**config.mk**
```make
export PLATFORM = sky130hd
export DESIGN_NAME = eq32_seq_ctrl
export DESIGN_NICKNAME = d
export VERILOG_FILES = /design/src/rtl/eq32_pkg.sv /design/src/rtl/eq32_chunk_sel.sv /design/src/rtl/xnor_gate_6to1.sv /design/src/rtl/eq32_seq_ctrl.sv
export SDC_FILE = /design/constraint.sdc
export NUM_CORES = 1
export LEC_CHECK = 0
export CAP_MARGIN = 5
export CORE_MARGIN = 2
export CORE_UTILIZATION = 51
export CTS_CLUSTER_SIZE = 30
export DETAILED_ROUTE_END_ITERATION = 8
export HOLD_SLACK_MARGIN = 0.05
export PLACE_DENSITY = 0.85
export SLEW_MARGIN = 40
export SYNTH_ARGS = -nofsm -noshare
export SYNTH_HDL_FRONTEND = slang
export SYNTH_HIERARCHICAL = 1
export SYNTH_SLANG_ARGS = --single-unit
```
**constraint.sdc**
```tcl
create_clock -name clk -period 2.9 [get_ports clk]
set_input_delay 0.58 -clock clk [delete_from_list [all_inputs] [get_ports clk]]
set_output_delay 0.58 -clock clk [all_outputs]
set_load 0.01 [all_outputs]
```
**src/rtl/eq32_pkg.sv**
```systemverilog
// Shared constants for the chunked 32-bit equality sequencer: FSM encoding,
// chunk geometry and the width of the zero padding on the top chunk.
package eq32_pkg;

  localparam int unsigned DATA_W  = 32;
  localparam int unsigned NCHUNK  = 6;
  localparam int unsigned CHUNK_W = 6;
  localparam int unsigned IDX_W   = 3;

  localparam logic [1:0] ST_IDLE = 2'b00;
  localparam logic [1:0] ST_RUN  = 2'b01;
  localparam logic [1:0] ST_DONE = 2'b10;

  localparam logic [IDX_W-1:0] LAST_IDX = IDX_W'(NCHUNK - 1);

  // The top chunk holds the leftover operand bits; the rest is zero padding.
  function automatic int unsigned pad_w();
    return NCHUNK * CHUNK_W - DATA_W;
  endfunction

endpackage

```
**src/rtl/eq32_chunk_sel.sv**
```systemverilog
// Combinational chunk mux: picks 6-bit chunk idx out of a 32-bit operand,
// with the top chunk zero-extended.
module eq32_chunk_sel
  import eq32_pkg::*;
(
  input  logic [DATA_W-1:0]  x,
  input  logic [IDX_W-1:0]   idx,
  output logic [CHUNK_W-1:0] chunk
);

  localparam int unsigned PAD_W = pad_w();

  always_comb begin
    chunk = '0;
    case (idx)
      3'd0: chunk = x[5:0];
      3'd1: chunk = x[11:6];
      3'd2: chunk = x[17:12];
      3'd3: chunk = x[23:18];
      3'd4: chunk = x[29:24];
      3'd5: chunk = {{PAD_W{1'b0}}, x[DATA_W-1:(NCHUNK-1)*CHUNK_W]};
      default: chunk = '0;
    endcase
  end

endmodule

```
**src/rtl/xnor_gate_6to1.sv**
```systemverilog
// 6-bit equality comparator cell: y=1 when all six bit pairs match.
module xnor_gate_6to1 (
  input  logic [5:0] a,
  input  logic [5:0] b,
  output logic       y
);

  assign y = &(a ~^ b);

endmodule

```
**src/rtl/eq32_seq_ctrl.sv**
```systemverilog
// Time-multiplexed 32-bit equality check over six 6-bit chunks sharing one
// comparator; start/busy/done handshake with optional early exit on mismatch.
module eq32_seq_ctrl
  import eq32_pkg::*;
#(
  parameter bit EARLY_EXIT = 1'b1
) (
  input  logic              clk,
  input  logic              rst_n,
  input  logic              start,
  input  logic [DATA_W-1:0] a,
  input  logic [DATA_W-1:0] b,
  output logic              busy,
  output logic              done,
  output logic              eq,
  output logic [IDX_W-1:0]  chunks
);

  logic [1:0]         state_q, state_d;
  logic [IDX_W-1:0]   idx_q, idx_d;
  logic [DATA_W-1:0]  a_q, a_d, b_q, b_d;
  logic               mism_q, mism_d;
  logic               eq_q, eq_d;
  logic [IDX_W-1:0]   chunks_q, chunks_d;

  logic [CHUNK_W-1:0] chunk_a, chunk_b;
  logic               chunk_eq;

  eq32_chunk_sel u_sel_a (.x(a_q), .idx(idx_q), .chunk(chunk_a));
  eq32_chunk_sel u_sel_b (.x(b_q), .idx(idx_q), .chunk(chunk_b));

  xnor_gate_6to1 u_cmp (.a(chunk_a), .b(chunk_b), .y(chunk_eq));

  always_comb begin
    state_d  = state_q;
    idx_d    = idx_q;
    a_d      = a_q;
    b_d      = b_q;
    mism_d   = mism_q;
    eq_d     = eq_q;
    chunks_d = chunks_q;
    case (state_q)
      ST_IDLE, ST_DONE: begin
        if (start) begin
          a_d      = a;
          b_d      = b;
          idx_d    = '0;
          mism_d   = 1'b0;
          eq_d     = 1'b0;
          chunks_d = '0;
          state_d  = ST_RUN;
        end else begin
          state_d  = ST_IDLE;
        end
      end
      ST_RUN: begin
        if (EARLY_EXIT && !chunk_eq) begin
          eq_d     = 1'b0;
          chunks_d = idx_q + IDX_W'(1);
          state_d  = ST_DONE;
        end else if (idx_q == LAST_IDX) begin
          // Fold in the last chunk directly; the sticky flag lags by one.
          eq_d     = !(mism_q || !chunk_eq);
          chunks_d = IDX_W'(NCHUNK);
          state_d  = ST_DONE;
        end else begin
          idx_d    = idx_q + IDX_W'(1);
          mism_d   = mism_q | !chunk_eq;
        end
      end
      default: state_d = ST_IDLE;
    endcase
  end

  always_ff @(posedge clk) begin
    if (!rst_n) begin
      state_q  <= ST_IDLE;
      idx_q    <= '0;
      a_q      <= '0;
      b_q      <= '0;
      mism_q   <= 1'b0;
      eq_q     <= 1'b0;
      chunks_q <= '0;
    end else begin
      state_q  <= state_d;
      idx_q    <= idx_d;
      a_q      <= a_d;
      b_q      <= b_d;
      mism_q   <= mism_d;
      eq_q     <= eq_d;
      chunks_q <= chunks_d;
    end
  end

  assign busy   = (state_q == ST_RUN);
  assign done   = (state_q == ST_DONE);
  assign eq     = eq_q;
  assign chunks = chunks_q;

endmodule

```
==> results.cfg <==
[sta]
slew_headroom = 0.5700
tns_ps = 0
setup_viol = 0
final.min_clock_period_ps = 2638
layout_setup_ws_ps = 261.8
tightest_slew_ps = 644.2
rsz0062_at_grt = no
finalHoldWorstSlack_ps = 457.6
hold_viol_final = 0
timing.final.max_slew_violations = 0
finClkSkew_ps = 4.167
clock.fmax_ghz = 0.3790
timing.final.crit_share = 0.9097

[layout]
design_area_um2 = 4491
layout.cells.non_filler = 552
fillers = 549
diodes = 0
final_net_count = 536
multi_input_area_um2 = 1839
utilization = 0.6721
drive_above_1_share = 0.07839
synthToLayoutAreaGrowth_pct = 29.29
seqCellArea_um2 = 1481

[yosys]
synthTopCellsByCount = 140 x nand2_1, 74 x dfxtp_1, 63 x a21boi_1
yosysMostFrequentCell = nand2_1
synthCells = 405
synth.net_count = 474
yosysUniqueCellTypes = 35
ys.warnings.count = 6
synth_top_cell_by_area = dfxtp_1
syn_area_per_cell_um2 = 8.576
ys_top_cells_by_area = dfxtp_1 43%, nand2_1 15%, a21boi_1 14%, mux4_1 4.5%, mux2i_1 3.7%
synth_edf_count = 0
async_reset_ff_frac = 0
netlist_area_um2 = 3473
yosysSeqAreaShare = 0.4265
synth-main-ff-cell = dfxtp_1
ys_seq_elements = 74
synth_top_area_share = 0.4265

[placement]
hpwl_um = 5216
dp_cells = 536
portBuffers = 72
pre_cts_slack_ps = 250.6
place_congestion = 0.8362
placed_area_um2 = 4233

[global_route]
grt_pass1_wl_um = 12490
grt_max_degree = 58
grt_use_total = 0.2131
grt.overflow.total = 0
grt_pass1_vias = 2788
antenna_found_initial = 0

[setup_path]
cp_slowest_cell = mux4_1
endpoint_kind = flip-flop
crit_path_cell_trace = buf_12 > mux4_1 > nand2_1 > o21ai_0 > xnor2_1 > nand4_1 > nor3_2 > a21boi_2 > and2b_4 > o221a_2
crit_type = reg -> reg
path_buf_inv = 1
crit_arrival_ps = 2880
slowest_delay_ps = 570
worstPathMaxFanout = 30
critPathRequiredTime_ps = 3140
path_delay_family = simple AND/OR/NAND/NOR gates
start_kind = flip-flop

[status]
outcome = completed

[clock_network]
cts_sinks = 74
cts_tree = done
clockRootBuffer = clkbuf_8
clk_pin_slew_ps = 70
clockBufferDepth = 2
cts.htree.levels = 3
hold_buffers = 0
insertion_delay_ps = 350
numCtsBuffers = 9

[power]
ir_worst_vdd_mv = 0.2869
finalPower_mw = 2.472
powerDensity_nw_per_um2 = 550.6
cellLeakagePower_nw = 1.773

[route]
viasPerCell = 5.272
drcViolationCount = 0
met2WireLength_um = 3909
routed.top_layer = met4
avgRoutedWirePerCell_um = 13.68
wirelength_um = 7554
drtPass1Iterations = 4
vias = 2910
drt.antenna.violating_nets = 0
drt_iter0_drc = 149
wl_met1_um = 3231
wl_met3_um = 250

[floorplan]
core.rowCount = 30
start_util = 0.5199
die-width_um = 86.53
io_pins = 73
die-area_um2 = 7487
die_h_um = 86.53
core_area_um2 = 6681

[hold_path]
hp-class = reg -> reg

[flow_run]
cap_viol_max_count = 0
==> repair_timing <==
action / in CTS / in global routing
buffers inserted: 0 / 0
endpoints found under the setup margin: 0 / 1
resized for setup: 0 / 1
==> flip-flops by register name, indices dropped and copies added (netlist names) <==
name / flops
chunks: 3
b_q: 32
a_q: 32
eq: 1
state_q: 2
idx_q: 3
mism_q: 1
==> routing by layer <==
layer  vias to the layer above  track usage
met5                         -            0
met4                         0      0.07528
met3                        16      0.05143
met2                        64       0.3734
met1                      1352       0.2542
li1                       1478            -
==> cell usage in the layout, fill, tap and decap left out, types with 6 or more instances in the layout <==
master / n
a21boi_1: 62
buf_4: 7
clkbuf_8: 11
clkdlybuf4s50_1: 71
dfxtp_1: 74
mux2i_1: 13
mux4_1: 6
nand2_1: 140
nand2b_1: 7
nand3_1: 11
nor2_1: 8
==> report_power, final <==
part | leakage (nW) | total (mW) | internal, mW | switching, mW
Sequential | 0.607 | 1.11 | 1.08 | 0.0358
Clock | 0.129 | 0.990 | 0.615 | 0.374
Combinational | 1.04 | 0.368 | 0.204 | 0.164
==> final timing paths <==
check	to	slack (ps)	from	depth (start not counted)
max	chunks[2]$_SDFFE_PN0P_	260	idx_q[0]$_SDFFE_PN0P_	10
min	a_q[5]$_SDFFE_PN0P_	460	a_q[5]$_SDFFE_PN0P_	2
max reg2reg	chunks[2]$_SDFFE_PN0P_	260	idx_q[0]$_SDFFE_PN0P_	10
min reg2reg	a_q[5]$_SDFFE_PN0P_	460	a_q[5]$_SDFFE_PN0P_	2
==> layout make-up <==
| type | count | share of cell area |
|---|---|---|
| clock inverters | 5 | 0.02229 |
| inverters | 4 | 0.003344 |
| multi-input cells | 298 | 0.4096 |
| flip-flops and latches | 74 | 0.3299 |
| clock buffers | 11 | 0.03371 |
| repair buffers | 80 | 0.1789 |
| well taps | 80 | 0.02229 |
==> worst register-to-register path: cells and delay by family, from the launching register on <==
family          cells  cell delay, ps
compound gates      3             560
xor+xnor            1             170
buf+inv             1             220
flops               1             380
mux                 1             580
simple gates        4             640
==> kinds of logic (layout without fill, tap and decap cells) <==
group / count (synthesis) / count (layout) / synth area share
xor+xnor: 7 / 7 / 0.01765
mux: 25 / 25 / 0.1045
fa+ha+maj: 2 / 2 / 0.007203
buf+inv: 33 / 100 / 0.04791
compound gates: 85 / 85 / 0.1816
flops: 74 / 74 / 0.4265
simple gates: 179 / 179 / 0.2147
(Power assumes the default switching activity.)
